### src/rtl/cache_pkg.sv
// rtl/cache_pkg.sv - shared cache geometry and miss-controller state encoding
package cache_pkg;

   localparam int ADDR_W          = 16;
   localparam int WORDS_PER_BLOCK = 8;
   localparam int OFFSET_W        = 4;
   localparam int CNT_W           = 4;

   localparam logic [ADDR_W-1:0] BLOCK_MASK = {ADDR_W{1'b1}} << OFFSET_W;

   typedef enum logic [1:0] {
      IDLE = 2'b00,
      FILL = 2'b01,
      TAG  = 2'b10
   } state_t;

endpackage

### src/rtl/fill_counter.sv
// rtl/fill_counter.sv - word counter with synchronous clear and increment enable
module fill_counter #(
   parameter int W = 4
) (
   input  logic         clk,
   input  logic         rst_n,
   input  logic         clr,
   input  logic         inc,
   output logic [W-1:0] count
);

   logic [W-1:0] count_q;
   logic [W-1:0] count_d;

   always_comb begin
      count_d = count_q;
      if (clr) begin
         count_d = '0;
      end else if (inc) begin
         count_d = count_q + W'(1);
      end
   end

   always_ff @(posedge clk or negedge rst_n) begin
      if (!rst_n) begin
         count_q <= '0;
      end else begin
         count_q <= count_d;
      end
   end

   assign count = count_q;

endmodule

### src/rtl/cache_fill_fsm.sv
// rtl/cache_fill_fsm.sv - cache miss controller streaming one block from main memory
module cache_fill_fsm #(
   parameter int ADDR_W          = cache_pkg::ADDR_W,
   parameter int WORDS_PER_BLOCK = cache_pkg::WORDS_PER_BLOCK,
   parameter int OFFSET_W        = cache_pkg::OFFSET_W
) (
   input  logic              clk,
   input  logic              rst_n,
   input  logic              miss_detected,
   input  logic [ADDR_W-1:0] miss_address,
   input  logic              memory_data_valid,
   input  logic [15:0]       memory_data,
   output logic              fsm_busy,
   output logic              mem_read_en,
   output logic [ADDR_W-1:0] memory_address,
   output logic              write_data_array,
   output logic [2:0]        data_word_sel,
   output logic [15:0]       data_word,
   output logic              write_tag_array,
   output logic              fill_done
);

   import cache_pkg::*;

   localparam logic [ADDR_W-1:0] BLK_MASK = {ADDR_W{1'b1}} << OFFSET_W;
   localparam logic [CNT_W-1:0]  WPB      = CNT_W'(WORDS_PER_BLOCK);
   localparam logic [CNT_W-1:0]  LAST     = CNT_W'(WORDS_PER_BLOCK - 1);

   state_t            state_q, state_d;
   logic [ADDR_W-1:0] base_addr_q, base_addr_d;
   logic [ADDR_W-1:0] memory_address_q, memory_address_d;
   logic              mem_read_en_q, mem_read_en_d;
   logic              write_tag_array_q, write_tag_array_d;

   logic [CNT_W-1:0]  issue_cnt, recv_cnt, issue_cnt_nxt;
   logic              cnt_clr, issue_inc, recv_inc;

   fill_counter #(.W(CNT_W)) u_issue_cnt (
      .clk   (clk),
      .rst_n (rst_n),
      .clr   (cnt_clr),
      .inc   (issue_inc),
      .count (issue_cnt)
   );

   fill_counter #(.W(CNT_W)) u_recv_cnt (
      .clk   (clk),
      .rst_n (rst_n),
      .clr   (cnt_clr),
      .inc   (recv_inc),
      .count (recv_cnt)
   );

   always_comb begin
      state_d     = state_q;
      base_addr_d = base_addr_q;
      cnt_clr     = 1'b0;
      issue_inc   = 1'b0;
      recv_inc    = 1'b0;
      case (state_q)
         IDLE: begin
            if (miss_detected) begin
               base_addr_d = miss_address & BLK_MASK;
               cnt_clr     = 1'b1;
               state_d     = FILL;
            end
         end
         FILL: begin
            issue_inc = (issue_cnt < WPB);
            recv_inc  = memory_data_valid;
            if (memory_data_valid && (recv_cnt == LAST)) begin
               state_d = TAG;
            end
         end
         TAG: begin
            state_d = IDLE;
         end
         default: begin
            state_d = IDLE;
         end
      endcase

      // Issue-side outputs are registered, so they are derived from next-cycle state and count.
      issue_cnt_nxt     = cnt_clr ? '0 : issue_cnt + CNT_W'(issue_inc);
      mem_read_en_d     = (state_d == FILL) && (issue_cnt_nxt < WPB);
      memory_address_d  = mem_read_en_d ? base_addr_d + ADDR_W'({issue_cnt_nxt, 1'b0}) : '0;
      write_tag_array_d = (state_d == TAG);
   end

   always_ff @(posedge clk or negedge rst_n) begin
      if (!rst_n) begin
         state_q           <= IDLE;
         base_addr_q       <= '0;
         mem_read_en_q     <= 1'b0;
         memory_address_q  <= '0;
         write_tag_array_q <= 1'b0;
      end else begin
         state_q           <= state_d;
         base_addr_q       <= base_addr_d;
         mem_read_en_q     <= mem_read_en_d;
         memory_address_q  <= memory_address_d;
         write_tag_array_q <= write_tag_array_d;
      end
   end

   // Busy is combinational so the pipeline stalls in the very cycle the miss appears.
   assign fsm_busy         = rst_n & ((state_q != IDLE) | miss_detected);
   assign mem_read_en      = mem_read_en_q;
   assign memory_address   = memory_address_q;
   assign write_data_array = (state_q == FILL) & memory_data_valid;
   assign data_word_sel    = write_data_array ? recv_cnt[2:0] : 3'd0;
   assign data_word        = write_data_array ? memory_data : 16'd0;
   assign write_tag_array  = write_tag_array_q;
   assign fill_done        = write_tag_array_q;

endmodule

### config.mk
export PLATFORM = sky130hd
export DESIGN_NAME = cache_fill_fsm
export DESIGN_NICKNAME = d
export VERILOG_FILES = /design/src/rtl/cache_pkg.sv /design/src/rtl/fill_counter.sv /design/src/rtl/cache_fill_fsm.sv
export SDC_FILE = /design/constraint.sdc
export NUM_CORES = 1
export LEC_CHECK = 0
export CAP_MARGIN = 20
export CORE_AREA = 2 2 69 137
export DETAILED_ROUTE_END_ITERATION = 12
export DIE_AREA = 0 0 71 139
export PLACE_DENSITY_LB_ADDON = 0.12
export REMOVE_ABC_BUFFERS = 1
export SLEW_MARGIN = 20
export SYNTH_ARGS = -nofsm -noshare
export SYNTH_HDL_FRONTEND = slang
export SYNTH_SLANG_ARGS = --single-unit
export TNS_END_PERCENT = 20
### constraint.sdc
create_clock -name clk -period 5.9 [get_ports clk]
set_input_delay 1.18 -clock clk [delete_from_list [all_inputs] [get_ports clk]]
set_output_delay 1.18 -clock clk [all_outputs]
set_load 0.1 [all_outputs]
# Word-level counts from Yosys, hierarchy flattened

Cells that the tools add are included.

Bits in registers: 44
Latch bits: 0
Output and inout bits: 40
ROM bits: 0
Input port bits: 36
Memories: 0
Word-level logic and storage cells: 43
Bits in writable memories: 0

Shift-type cells: 0
$add $sub $neg: 4
$mul: 0
Reductions and logical operators: 6
Equal/unequal tests: 4
Bitwise logic cells: 3
Magnitude comparators: 2
Muxes and demuxes: 17
Divide/modulo/power cells: 0

Operators with widths:

| operator                                                         | number |
|---|---|
| 16-bit 2-to-1 mux                                                | 4 |
| 4-bit 2-to-1 mux                                                 | 5 |
| 16-bit by 5-bit adder with 16-bit output                         | 1 |
| 4-bit by 1-bit adder with 4-bit output (second input constant)   | 2 |
| 4-bit less-than comparator (second input constant)               | 2 |
| 2-bit nonzero test                                               | 3 |
| 4-bit by 1-bit adder with 4-bit output                           | 1 |
| 2-bit by 1-bit == test with 1-bit output (second input constant) | 2 |
| 4-bit by 3-bit == test with 1-bit output (second input constant) | 1 |
| 1-bit 2-to-1 mux                                                 | 4 |
| 2-bit 2-to-1 mux                                                 | 2 |
| 2-bit one-hot mux with 2 select lines                            | 1 |
| 3-bit 2-to-1 mux                                                 | 1 |
| 1-bit AND                                                        | 2 |
| 2-bit == test (second input constant)                            | 1 |
| 1-bit logical AND                                                | 2 |
| 2-bit logical NOT                                                | 1 |
| 1-bit bitwise OR                                                 | 1 |

# Longest topological paths before layout

Gate-level depths: netlist (run 1).

Depth after elaboration: 7
Mapped depth: 12
Gate-level depth less buffers: 12

# By module

From an unflattened synthesis (run 1), not the netlist that was laid out.

Cell total of the unflattened synthesis: 236
Area total of the unflattened synthesis: 2301.0 um^2

By module, submodules not included:

| module         | cells each | times used | area each (um^2) |
|---|---|---|---|
| cache_fill_fsm | 204        | 1          | 1915.6 |
| fill_counter   | 16         | 2          | 192.7 |

# Worst setup path after synthesis (run 1)

No wires, ideal clock.

Path kind: in2reg
From: input miss_detected
To: register memory_address_q[14], in the netlist memory_address[14]
Buffers on the path: 3
Required time: 5834 ps
Setup slack: 2163 ps
Arrival time: 3671 ps
Stages: 11
Path through: nor3b_2 buf_4 clkbuf_1 clkbuf_1 nor2_1 ha_1 o21a_1 a21oi_1 or4_1 or4_1 nand2_1

Cells in the longest elaborated chain, start to end: 6
Elaborated cells between the ends (all ways): 12

RTL lines:

| what                                                                                             | line                  | RTL |
|---|---|---|
| from (decl)                                                                                      | cache_fill_fsm.sv:9   | `input logic miss_detected,` |
| parallel branches: the longest is 5 deep, another holds 16-bit by 5-bit adder with 16-bit output | n/a                   |  |
| 16-bit 2-to-1 mux *                                                                              | cache_fill_fsm.sv:86  | `memory_address_d = mem_read_en_d ? base_addr_d + ADDR_W'({issue_cnt_nxt, 1'b0}) : '0;` |
| via memory_address_d[14]                                                                         | cache_fill_fsm.sv:31  | `logic [ADDR_W-1:0] memory_address_q, memory_address_d;` |
| to (signal assigned)                                                                             | cache_fill_fsm.sv:101 | `memory_address_q <= memory_address_d;` |
| to (decl)                                                                                        | cache_fill_fsm.sv:31  |  |

Mark *: on every way through the listed nets, which the timed path passes.
A chain may end at the register's enable or synchronous reset.

# Worst setup path in the final report (run 1)

From: input memory_data_valid
To: output write_data_array

Cells in the longest elaborated chain, start to end: 1

RTL lines:

| what        | line                  | RTL |
|---|---|---|
| from (decl) | cache_fill_fsm.sv:11  | `input logic memory_data_valid,` |
| 1-bit AND   | cache_fill_fsm.sv:110 | `assign write_data_array = (state_q == FILL) & memory_data_valid;` |
| to (decl)   | cache_fill_fsm.sv:16  | `output logic write_data_array,` |

No other way between the ends.

==> results of run 1 <==
stage by stage:
step | utilization | setup slack (ns) | instance area, um^2 | hold slack, ns | instances
2_1_floorplan | - | 1.43 | 2120 | 0.456 | 193
3_3_place_gp | 0.337 | 1.23 | 3000 | 0.474 | 370
3_5_place_dp | 0.337 | 1.24 | 3000 | 0.484 | 370
4_1_cts | 0.356 | 1.24 | 3170 | 0.500 | 378
5_1_grt | 0.356 | 1.11 | 3170 | 0.530 | 378
6_report | 0.356 | 1.26 | 3170 | 0.494 | 378
metal layers:
layer | GRT usage | wire [um]
met1 | 0.122 | 1980
met3 | 0.0240 | 277
met2 | 0.237 | 3270
met5 | 0 | 0
met4 | 0.0506 | 112
sequential cells by signal, summed over array words and instances, names as in the netlist:
name               cells
u_recv_cnt.count       4
fill_done              1
u_issue_cnt.count      4
mem_read_en            1
base_addr_q           16
state_q                2
memory_address        16
critical path: cells and delay by family:
kind | cells | cell delay, ns
simple gates | 1 | 0.31
buf+inv | 2 | 1.97
how the worst max path moves through the flow:
stage / to / slack [ns] / start
after floorplan: memory_address[14]$_DFF_PN0_ / 1.43 / miss_detected
after global placement: write_data_array / 1.23 / memory_data_valid
after detailed placement: write_data_array / 1.24 / memory_data_valid
after CTS: write_data_array / 1.24 / memory_data_valid
after global routing: write_data_array / 1.11 / memory_data_valid
final: write_data_array / 1.26 / memory_data_valid
area by class of cell:
cell class	count	area, um^2	share of cell area
clock inverter	3	42.5	0.0134
timing repair buffer	75	736	0.232
multi-input combinational	142	1010	0.318
inverter	7	26.3	0.00830
clock buffer	5	125	0.0395
sequential	44	1100	0.348
tap	102	128	0.0403
cells by family after synthesis:
group / Yosys count
AO/OA/AOI/OAI: 19
buffers and inverters: 19
multiplexers: 16
adder cells (fa/ha/maj): 9
XOR/XNOR: 13
AND/OR/NAND/NOR: 85
flip-flops: 44
cell usage in the layout (no fill, tap or decap), types with 2 or more instances in the layout:
master | netlist | routed
mux2_2 | 8 | 8
a21o_1 | 3 | 3
clkbuf_16 | 0 | 5
inv_1 | 7 | 7
mux2i_1 | 8 | 8
a21oi_1 | 5 | 5
nor2_1 | 23 | 23
nor2b_1 | 7 | 7
nand4_1 | 2 | 2
clkdlybuf4s50_1 | 0 | 70
and2_1 | 4 | 4
or4_1 | 2 | 2
ha_1 | 8 | 8
a211oi_1 | 3 | 3
xor2_1 | 4 | 4
nand3_1 | 6 | 6
dfrtp_1 | 44 | 44
nand2_1 | 5 | 5
nor3_1 | 8 | 8
buf_4 | 2 | 4
and3_1 | 22 | 22
xnor2_1 | 9 | 9
==> flow_summary.toml, run 1 <==
[status]
status = "complete, no violations"

[global_route]
grt_max_degree = 45
antenna_found_initial = 0
grt_use_total = 0.123
grt_pass1_vias = 1837
grt-ovfl-total = 0
grt_pass1_wl_mm = 9.34

[clock_network]
postCtsHoldBufs = 0
ctsResizeCount = 0
htree_num_levels = 2
clockBufferDepth = 2
clock_latency_ns = 0.29
post_cts_buffers = 0
clockRootBuffer = "clkbuf_16"
cts_tree = "yes"
clock_sinks = 44
cts_buffers = 5
cts.reportedPaths.clkPinSlew_ns = 0.06

[critical_path]
crit_arrival_ns = 3.46
cp_cell_sequence = "clkdlybuf4s50_1 -> and2_1 -> clkdlybuf4s50_1"
cpMostUsedCell = "clkdlybuf4s50_1"
cp-start-kind = "input pin"
regToRegEndpoint = "memory_address[13]$_DFF_PN0_"
slowest_delay_ns = 1.17
critical-path-slowest-cell = "clkdlybuf4s50_1"
rr_worst_depth = 11
reg2reg_from = "state_q[1]$_DFF_PN0_"
r2r_slack_ns = 2.48
required_ns = 4.72
critical_path_peak_fanout = 21
crit_type = "in -> out"
critPathCaptureType = "primary output"

[die]
fp.dieArea_mm2 = 0.00987
die_y_um = 139
pin_count = 76
chipWidth_um = 71
coreArea_mm2 = 0.00889
num_rows = 49
initial_core_util = 0.245

[sta]
worst_pin_slew_ns = 0.991
fin_crit_sh = 0.786
setup_viol = 0
hold_viol_final = 0
rsz0062_at_grt = "no"
fmax_mhz = 216
setup_tns_ns = 0
slew_viol_final = 0
max_slew_margin = 0.337
clock-skew-final_ns = 0.00617
fin_crit_ns = 4.64

[synthesis]
synth_compound_area_frac = 0.0592
synth_top_family_by_area = "simple AND/OR/NAND/NOR gates"
ys_top_cells_by_area = "dfrtp_1 51%, and3_1 6.3%, ha_1 4.6%, mux2_2 4.1%, nor2_1 4.0%"
yosysWarnings = 0
ys_ff_latch = 44
yosys.area_share.simple = 0.213
ys.flop_type = "dfrtp_1"
async_flop_share = 1.00
synth_cells = 205
avgSynthCellArea_um2 = 10.6
synth_top_area_share = 0.506
yosysMostFrequentCell = "dfrtp_1"
synth_edf_count = 0
synth-adder-area-share = 0.0552
syn-cell-area_mm2 = 0.00218
yosysSeqAreaShare = 0.506
synth_top_area_cell = "dfrtp_1"
synth_common_cells = "44 x dfrtp_1, 23 x nor2_1, 22 x and3_1"
synth.mux.area_fraction = 0.0782
synth_cell_type_count = 37
synth_xor_area_frac = 0.0523

[route]
routed_wirelength_mm = 5.64
drtIter0Drc = 57
routed_via_density = 4.60
drc = 0
wl_per_cell_um = 14.9
firstDrtPassIters = 4
num_vias = 1740
drtAntennaViolNets = 0

[place]
gp_congestion = 0.739
dp_hpwl_mm = 4.23
portBuffers = 71

[final_layout]
drive_above_1_share = 0.0870
insertedDiodeCount = 0
fin_nets = 320
syn_to_final_growth_pct = 45.5
n_fill_cell = 888

[worst_hold_path]
hold_path.class = "reg -> reg"
min_from = "base_addr_q[15]$_DFF_PN0_"
hold_depth = 2
hold_end = "base_addr_q[15]$_DFF_PN0_"

[flow_run]
drv_cap = 0
Power of run 1 is not shown: default switching activity piles up to over one toggle a cycle in this logic, so the estimate is an artifact.
==> run 2, diff against run 1 <==
- clock period: 5.9 -> 3.9 ns (I/O delays scaled with it)
==> flow_summary.toml, run 2 (synthesized netlist as in run 1, its figures left out) <==
[status]
status = "complete, no violations"

[critical_path]
critPathCaptureType = "flop"
crit_arrival_ns = 3.52
required_ns = 4.12
rr_worst_depth = 12
critical_path_peak_fanout = 3
reg2reg_from = "state_q[1]$_DFF_PN0_"
r2r_slack_ns = 0.76
cp-endpoint = "memory_address[14]$_DFF_PN0_"
crit_type = "in -> reg"
crit_start = "miss_detected"
regToRegEndpoint = "memory_address[14]$_DFF_PN0_"
cp-start-kind = "input pin"

[route]
topRoutingLayerUsed = "met4"
drtAntennaViolNets = 0
drtIter0Drc = 46
met1_length_mm = 1.99
firstDrtPassIters = 3
dr_wl_met3_um = 303
routed_wirelength_mm = 5.51
num_vias = 1739
drc = 0
wl_met2_mm = 3.07
wl_per_cell_um = 14.4
routed_via_density = 4.55

[clock_network]
postCtsHoldBufs = 0
clockRootBuffer = "clkbuf_16"
post_cts_buffers = 0
ctsResizeCount = 0
clock_latency_ns = 0.29
cts_buffers = 5
htree_num_levels = 2
clockBufferDepth = 2
cts.reportedPaths.clkPinSlew_ns = 0.06
cts_tree = "yes"
clock_sinks = 44

[sta]
worst_hold_slack_ns = 0.494
fin_crit_ns = 3.30
hold_viol_final = 0
slew_viol_final = 0
max_slew_margin = 0.338
rsz0062_at_grt = "no"
worst_pin_slew_ns = 0.990
fin_crit_sh = 0.846
clock-skew-final_ns = 0.00670
final.setup.worst_slack_ns = 0.600
setup_viol = 0
fmax_mhz = 303

[place]
portBuffers = 71
gp_congestion = 0.786
dp_hpwl_mm = 4.13
dpl-instance-area_mm2 = 0.00298
preCtsSetupSlack_ns = 0.276

[final_layout]
n_fill_cell = 907
drive_above_1_share = 0.171
syn_to_final_growth_pct = 45.2
final_common_cell = "clkdlybuf4s50_1"
insertedDiodeCount = 0
final_cell_area_mm2 = 0.00316
fin_nets = 324
final_cell_mix = "49 x clkdlybuf4s50_1, 44 x dfrtp_1, 28 x buf_4, 23 x nor2_1, 22 x and3_1"
final_core_util = 0.356

[die]
die_y_um = 139
fp.dieArea_mm2 = 0.00987
num_rows = 49
initial_core_util = 0.245
chipWidth_um = 71
pin_count = 76
coreArea_mm2 = 0.00889

[worst_hold_path]
hold_depth = 2
hold_path.class = "reg -> reg"

[global_route]
grt_pass1_wl_mm = 8.97
grt_use_total = 0.118
grt_pass1_vias = 1784
grt_max_degree = 45
antenna_found_initial = 0
grt-ovfl-total = 0

[flow_run]
drv_cap = 0
## run 2: cell types whose count changed in the layout (fill, tap and decap cells not counted), sizes merged
cell	previous run	this run
clkbuf	5	6
buf	5	30
clkinvlp	1	0
clkdlybuf4s50	70	49
## run 2: area by class of cell
cell class                      count  area, um^2  area share
Clock buffer                        6         139      0.0439
Tap cell                          102         128      0.0404
Multi-Input combinational cell    142        1000       0.317
Clock inverter                      2        38.8      0.0123
Sequential cell                    44        1100       0.348
Timing Repair Buffer               79         726       0.230
Inverter                            7        26.3     0.00831
## run 2: how the worst min path moves through the flow
| stage | from | slack [ns] | end |
|---|---|---|---|
| final | base_addr_q[15]$_DFF_PN0_ | 0.49 | base_addr_q[15]$_DFF_PN0_ |
| after global routing | base_addr_q[15]$_DFF_PN0_ | 0.53 | base_addr_q[15]$_DFF_PN0_ |
| after CTS | base_addr_q[15]$_DFF_PN0_ | 0.50 | base_addr_q[15]$_DFF_PN0_ |
| after detailed placement | base_addr_q[15]$_DFF_PN0_ | 0.48 | base_addr_q[15]$_DFF_PN0_ |
| after global placement | base_addr_q[15]$_DFF_PN0_ | 0.47 | base_addr_q[15]$_DFF_PN0_ |
| after floorplan | base_addr_q[15]$_DFF_PN0_ | 0.46 | base_addr_q[15]$_DFF_PN0_ |
## run 2: metal layers
layer	GRT usage	vias up
met5	0	-
met4	0.0586	0
met3	0.0247	8
met2	0.218	58
met1	0.120	820
li1	-	853
## run 2: critical path, cell delays in order
cell and delay, ns:
clkdlybuf4s50_1 0.48, nor3b_4 0.29, mux2_2 0.40, ha_1 0.33, o21a_1 0.14, a21oi_1 0.08, or4_1 0.53, or4_1 0.41
nand2_1 0.08
## run 2: metrics by stage
| step | TNS, ns | cells |
|---|---|---|
| after floorplan | -0.293 | 193 |
| after global placement | 0 | 374 |
| after detailed placement | 0 | 374 |
| after CTS | 0 | 382 |
| after global routing | 0 | 382 |
| final | 0 | 382 |
Power of run 2 is left out for the same reason.
